===== src/rtl/n_bit_pipe_adder_pkg.sv =====
// Shared types and helpers for the pipelined N-bit adder.
// Saturation is selected by the N_BIT_PIPE_ADDER_SAT_EN macro.
package n_bit_pipe_adder_pkg;

    // Building blocks for the signed limits: MAX = {0, 1..1}, MIN = {1, 0..0}.
    localparam logic POS_LIMIT_MSB  = 1'b0;
    localparam logic POS_LIMIT_FILL = 1'b1;

    typedef struct packed {
        logic valid;
        logic carry;
        logic ovf;
    } out_flags_t;

    function automatic int seg_width(input int n, input int stages);
        return n / stages;
    endfunction

    function automatic bit params_ok(input int n, input int stages);
        return (n >= 2) && (stages >= 1) && (stages <= n)
            && ((n % stages) == 0);
    endfunction

endpackage


===== src/rtl/n_bit_pipe_adder_segment.sv =====
// One SEG-bit slice of the pipelined adder; purely combinational.
// Shared by all builds (N_BIT_PIPE_ADDER_SAT_EN does not affect it).
module adder_segment
    import n_bit_pipe_adder_pkg::*;
#(
    parameter int SEG = 8
) (
    input  logic [SEG-1:0] a,
    input  logic [SEG-1:0] b,
    input  logic           cin,
    output logic [SEG-1:0] sum,
    output logic           cout,
    output logic           cmsb
);

    logic [SEG:0] full;

    always_comb begin
        full = {1'b0, a} + {1'b0, b} + {{SEG{1'b0}}, cin};
        sum  = full[SEG-1:0];
        cout = full[SEG];
        // Carry into the top bit, recovered from the sum bit.
        cmsb = a[SEG-1] ^ b[SEG-1] ^ full[SEG-1];
    end

endmodule


===== src/rtl/n_bit_pipe_adder.sv =====
// Pipelined N-bit add/subtract with carry-registered segments and valid/ready.
// Define N_BIT_PIPE_ADDER_SAT_EN to clamp overflowing results to the signed limit.
module n_bit_pipe_adder
    import n_bit_pipe_adder_pkg::*;
#(
    parameter int N      = 32,
    parameter int STAGES = 4
) (
    input  logic         clk,
    input  logic         rst,
    input  logic         in_valid,
    output logic         in_ready,
    input  logic [N-1:0] input1,
    input  logic [N-1:0] input2,
    input  logic         sub,
    output logic         out_valid,
    input  logic         out_ready,
    output logic [N-1:0] answer,
    output logic         carry_out,
    output logic         overflow
);

    localparam int SEG = seg_width(N, STAGES);
    localparam int L   = STAGES - 1;

    if (!params_ok(N, STAGES)) begin : g_bad_params
        $error("n_bit_pipe_adder: need N >= 2 and N %% STAGES == 0");
    end

    logic en;

    // Per-segment inputs: low slices hold finished sum bits, high slices
    // still hold the skewed operands waiting for their carry.
    logic [N-1:0]   st_a     [STAGES];
    logic [N-1:0]   st_b     [STAGES];
    logic           st_c     [STAGES];
    logic           st_v     [STAGES];
    logic [SEG-1:0] seg_sum  [STAGES];
    logic           seg_cout [STAGES];
    logic           seg_cmsb [STAGES];

    logic [N-1:0] ans_d, ans_q;
    out_flags_t   flg_d, flg_q;

    assign en       = !flg_q.valid || out_ready;
    assign in_ready = en;

    assign st_a[0] = input1;
    assign st_b[0] = sub ? ~input2 : input2;
    assign st_c[0] = sub;
    assign st_v[0] = in_valid;

    for (genvar k = 0; k < STAGES; k++) begin : g_seg
        adder_segment #(
            .SEG (SEG)
        ) u_seg (
            .a    (st_a[k][k*SEG +: SEG]),
            .b    (st_b[k][k*SEG +: SEG]),
            .cin  (st_c[k]),
            .sum  (seg_sum[k]),
            .cout (seg_cout[k]),
            .cmsb (seg_cmsb[k])
        );

        if (k < L) begin : g_reg
            logic [N-1:0] a_d, a_q;
            logic [N-1:0] b_d, b_q;
            logic         c_d, c_q;
            logic         v_d, v_q;

            always_comb begin
                a_d = a_q;
                b_d = b_q;
                c_d = c_q;
                v_d = v_q;
                if (en) begin
                    a_d                  = st_a[k];
                    a_d[k*SEG +: SEG]    = seg_sum[k];
                    b_d                  = st_b[k];
                    c_d                  = seg_cout[k];
                    v_d                  = st_v[k];
                end
            end

            always_ff @(posedge clk) begin
                if (rst) begin
                    a_q <= '0;
                    b_q <= '0;
                    c_q <= 1'b0;
                    v_q <= 1'b0;
                end else begin
                    a_q <= a_d;
                    b_q <= b_d;
                    c_q <= c_d;
                    v_q <= v_d;
                end
            end

            assign st_a[k+1] = a_q;
            assign st_b[k+1] = b_q;
            assign st_c[k+1] = c_q;
            assign st_v[k+1] = v_q;
        end
    end

`ifdef N_BIT_PIPE_ADDER_SAT_EN
    localparam logic [N-1:0] S_MAX = {POS_LIMIT_MSB, {(N-1){POS_LIMIT_FILL}}};
    localparam logic [N-1:0] S_MIN = {~POS_LIMIT_MSB, {(N-1){~POS_LIMIT_FILL}}};
`endif

    always_comb begin
        ans_d = ans_q;
        flg_d = flg_q;
        if (en) begin
            ans_d               = st_a[L];
            ans_d[L*SEG +: SEG] = seg_sum[L];
            flg_d.valid         = st_v[L];
            flg_d.carry         = seg_cout[L];
            flg_d.ovf           = seg_cmsb[L] ^ seg_cout[L];
`ifdef N_BIT_PIPE_ADDER_SAT_EN
            // Top bit of st_a[L] is still operand A's sign.
            if (flg_d.ovf) begin
                ans_d = st_a[L][N-1] ? S_MIN : S_MAX;
            end
`endif
        end
    end

    always_ff @(posedge clk) begin
        if (rst) begin
            ans_q <= '0;
            flg_q <= '0;
        end else begin
            ans_q <= ans_d;
            flg_q <= flg_d;
        end
    end

    assign out_valid = flg_q.valid;
    assign answer    = ans_q;
    assign carry_out = flg_q.carry;
    assign overflow  = flg_q.ovf;

endmodule


===== config.mk =====
export PLATFORM = sky130hd
export DESIGN_NAME = n_bit_pipe_adder
export DESIGN_NICKNAME = d
export VERILOG_FILES = /design/src/rtl/n_bit_pipe_adder_pkg.sv /design/src/rtl/n_bit_pipe_adder_segment.sv /design/src/rtl/n_bit_pipe_adder.sv
export SDC_FILE = /design/constraint.sdc
export NUM_CORES = 1
export LEC_CHECK = 0
export CAP_MARGIN = 20
export CORE_UTILIZATION = 35
export CTS_BUF_LIST = sky130_fd_sc_hd__clkbuf_8 sky130_fd_sc_hd__clkbuf_16
export DETAILED_ROUTE_END_ITERATION = 16
export SLEW_MARGIN = 40
export SYNTH_ARGS = -nofsm -noshare
export SYNTH_HDL_FRONTEND = slang
export SYNTH_SLANG_ARGS = --single-unit

===== constraint.sdc =====
create_clock -name clk -period 3.05 [get_ports clk]
set_input_delay 0.4575 -clock clk [delete_from_list [all_inputs] [get_ports clk]]
set_output_delay 0.4575 -clock clk [all_outputs]
set_load 0.01 [all_outputs]

==> metrics.txt <==
maximum clock skew at final layout 0.0114 ns; violated checks DRC; die area 0.0232 sq mm; top cell type by total area after synthesis sky130_fd_sc_hd__dfxtp_1; antenna violations before repair 1; Worst path most repeated cell sky130_fd_sc_hd__clkdlybuf4s50_1; peak fanout along the critical path 32; number of antenna cells inserted 0; die span in y between 150 and 200 um; ranking of synthesized cells by instance count 282 x sky130_fd_sc_hd__nand2_1, 185 x sky130_fd_sc_hd__dfxtp_1, 144 x sky130_fd_sc_hd__a21oi_1; run status complete, but fails checks; total number of H-tree levels 4; number of buffers created by CTS 17; number of hold violations in the final report 0; Total Neg Setup Slack 0 ns; number of max-cap violations 0; delay of the slowest critical-path stage around 0.60 ns; fraction of final layout cells with drive strength greater than 1 ~5.6%; CP Launch Type primary input; CP bufs+invs 3; overall power after layout 0.00551 W; number of global-route vias before repair 5778; share of synthesized area occupied by flip-flops and latches 46.8%; Crit Path Category primary input to primary output; overall track demand over capacity in global routing roughly 15%; count of distinct cell types in the synthesized netlist 52; leakage dissipation ~3.7 nW; Routed Wire Length around 18000 um; initial core utilization 35.9%; insertion delay of the later-clocked pin in the worst-skew pair about 0.43 ns; CP max stage cell sky130_fd_sc_hd__clkdlybuf4s50_1; wire length per cell after detailed routing 13.5 um; post-synthesis sequential element count between 150 and 200; EDFF count, synth 0; Worst setup EP type primary output; dominant synthesized flop cell sky130_fd_sc_hd__dfxtp_1; maximum clock frequency roughly 430 MHz; GR Overflow Total 0; pin count of the biggest net entering global routing 177; cell with the most instances after synthesis sky130_fd_sc_hd__nand2_1; syn_area_per_cell around 8.3 sq um; final critical-path setup slack about 0.74 ns; critical path arrival 1.85 ns; post-CTS sizing 0; detailed-router iteration count before antenna repair 10; clock-pin slew reported for the worst setup and hold paths after clock tree synthesis roughly 0.070 ns; CP Data Required Time 2.59 ns; setup violators final 0; CP cell instances clkdlybuf4s50_1 -> nor2b_4 -> inv_6 -> clkdlybuf4s50_1; fraction of registers with async set/reset 0%; buffers inserted by post-CTS timing repair 0; count of routing violations after the opening detailed-route iteration roughly 350; Net Count, Synth between 1000 and 1500; # DRC 5; Max Slew Vio Count 0; synthesized instance count 954; Ports approximately 110; top cells by area in the synthesized netlist sky130_fd_sc_hd__dfxtp_1 47%, sky130_fd_sc_hd__nand2_1 13%, sky130_fd_sc_hd__a21oi_1 9.1%, sky130_fd_sc_hd__ha_1 4.4%, sky130_fd_sc_hd__a211oi_1 3.9%; largest voltage drop on the vdd net between 300 and 400 uV; routed vias/inst approximately 4.8; Worst slew margin between 40% and 50%; Power Dens Cells 568 mW/mm^2; pre-CTS setup slack ~0.46 ns; Via Count roughly 6300; final weighted congestion in routability-driven placement between 0.7 and 0.8; wire length of the first global-routing pass 29300 um; worst hold slack after final layout 0.443 ns; area share of the largest cell type after synthesis 46.8%; number of port buffers ~100; time the final worst path needs with I/O delays and setup 2.31 ns; fill count about 2200; actual transition at the worst max-transition pin 0.850 ns; Max Buffers Root-to-Sink 2; area inside the core boundary about 0.022 sq mm; synth-to-layout area growth 22.7%; HP Class primary input to flop; cell area after synthesis 0.00791 sq mm; Die X-Extent 152 um; number of warning messages in the yosys log 0; clock tree from TritonCTS yes; sinks on the clock net approximately 190; number of nets in the finished design around 1100; period utilization 75.7%; Post-DP HPWL about 12000 um; number of nets with antenna violations after detailed routing 0; setup repair after global routing missed its margin no; number of rows in the core area 54; family with the most delay on the worst path buffers and inverters; CTS Hold Bufs 0; clock root buffer master sky130_fd_sc_hd__clkbuf_16
## placed cells by master, fill, tap and decap left out, types with 3 or more instances in the layout
| cell | Yosys | routed |
|---|---|---|
| sky130_fd_sc_hd__a21oi_1 | 144 | 144 |
| sky130_fd_sc_hd__buf_4 | 0 | 5 |
| sky130_fd_sc_hd__o21ai_0 | 12 | 12 |
| sky130_fd_sc_hd__nand2b_1 | 4 | 4 |
| sky130_fd_sc_hd__xnor2_1 | 28 | 28 |
| sky130_fd_sc_hd__nor2_1 | 48 | 48 |
| sky130_fd_sc_hd__xor2_1 | 12 | 12 |
| sky130_fd_sc_hd__fa_1 | 7 | 7 |
| sky130_fd_sc_hd__nor3_1 | 4 | 4 |
| sky130_fd_sc_hd__a31oi_1 | 4 | 4 |
| sky130_fd_sc_hd__inv_1 | 7 | 7 |
| sky130_fd_sc_hd__or4_1 | 7 | 7 |
| sky130_fd_sc_hd__clkdlybuf4s50_1 | 0 | 102 |
| sky130_fd_sc_hd__nand3_1 | 12 | 12 |
| sky130_fd_sc_hd__clkinv_8 | 0 | 3 |
| sky130_fd_sc_hd__dfxtp_1 | 185 | 185 |
| sky130_fd_sc_hd__ha_1 | 28 | 28 |
| sky130_fd_sc_hd__clkinv_4 | 0 | 3 |
| sky130_fd_sc_hd__a311o_1 | 4 | 4 |
| sky130_fd_sc_hd__inv_8 | 0 | 4 |
| sky130_fd_sc_hd__or3_1 | 5 | 5 |
| sky130_fd_sc_hd__a21oi_2 | 3 | 3 |
| sky130_fd_sc_hd__nand4_1 | 4 | 4 |
| sky130_fd_sc_hd__inv_6 | 0 | 3 |
| sky130_fd_sc_hd__a211oi_1 | 41 | 41 |
| sky130_fd_sc_hd__clkbuf_16 | 0 | 17 |
| sky130_fd_sc_hd__buf_12 | 0 | 3 |
| sky130_fd_sc_hd__nand2_1 | 282 | 282 |
| sky130_fd_sc_hd__nor4b_1 | 5 | 5 |
| sky130_fd_sc_hd__a21o_1 | 7 | 7 |
## metrics by stage
step | utilization (%) | area (sq um) | cells
final | 44.1 | 9710 | 1310
after floorplan | - | 7910 | 954
after CTS | 44.1 | 9710 | 1310
after detailed placement | 41.3 | 9100 | 1278
after global routing | 44.1 | 9710 | 1310
after global placement | 41.3 | 9100 | 1278
## power breakdown
group | internal, W | switching, W | total (W)
registers | 0.00257 | 0.0000877 | 0.00266
clock network | 0.00118 | 0.00104 | 0.00222
logic | 0.000315 | 0.000321 | 0.000636
total | 0.00406 | 0.00145 | 0.00551
## routing by layer
layer | global-route usage [%] | up-vias | part of all wire (%)
li1 | - | 3372 | -
met5 | 0 | - | 0.057
met4 | 4.23 | 2 | 0.79
met2 | 21.3 | 100 | 41
met3 | 3.10 | 13 | 3.7
met1 | 24.0 | 2841 | 55
## area by class of cell
| class | instances | area, sq um | area share (%) |
|---|---|---|---|
| clock inverters | 15 | 180 | 1.86 |
| inverters | 8 | 35.0 | 0.361 |
| flip-flops and latches | 185 | 3700 | 38.2 |
| clock buffers | 17 | 425 | 4.38 |
| repair buffers | 112 | 1130 | 11.7 |
| multi-input cells | 693 | 3880 | 39.9 |
| well taps | 280 | 350 | 3.61 |
## worst reg2reg max path: cells and delay by family (launching register included)
kind	cells	cell delay (ns)
compound gates	3	0.63
simple gates	2	0.25
flops	1	0.33
fa+ha+maj	2	0.93
## flip-flops by register name, summed over array words and instances, names as in the netlist
name / flops
g_seg.g_reg.a_q: 96
g_seg.g_reg.v_q: 3
g_seg.g_reg.c_q: 3
overflow: 1
g_seg.g_reg.b_q: 48
carry_out: 1
answer: 32
out_valid: 1
## final timing paths
check	start	endpoint	slack, ns	cells after the start
setup / recovery	out_ready	in_ready	0.74	4
hold / removal	rst	g_seg[1].g_reg.b_q[28]	0.44	2
setup reg to reg	g_seg[1].g_reg.a_q[16]	g_seg[2].g_reg.c_q	0.76	7
hold reg to reg	g_seg[2].g_reg.a_q[5]	g_seg[2].g_reg.a_q[5]	0.45	2
## kinds of logic (layout without fill, tap and decap cells)
group | count (synthesis) | in the layout | share of synthesized area [%]
adder cells (fa/ha/maj) | 35 | 35 | 6.20
AND/OR/NAND/NOR | 383 | 383 | 20.3
AO/OA/AOI/OAI | 233 | 233 | 17.7
flip-flops | 185 | 185 | 46.8
XOR/XNOR | 40 | 40 | 4.43
multiplexers | 2 | 2 | 0.300
buffers and inverters | 76 | 152 | 4.29
(Power assumes the default switching activity.)
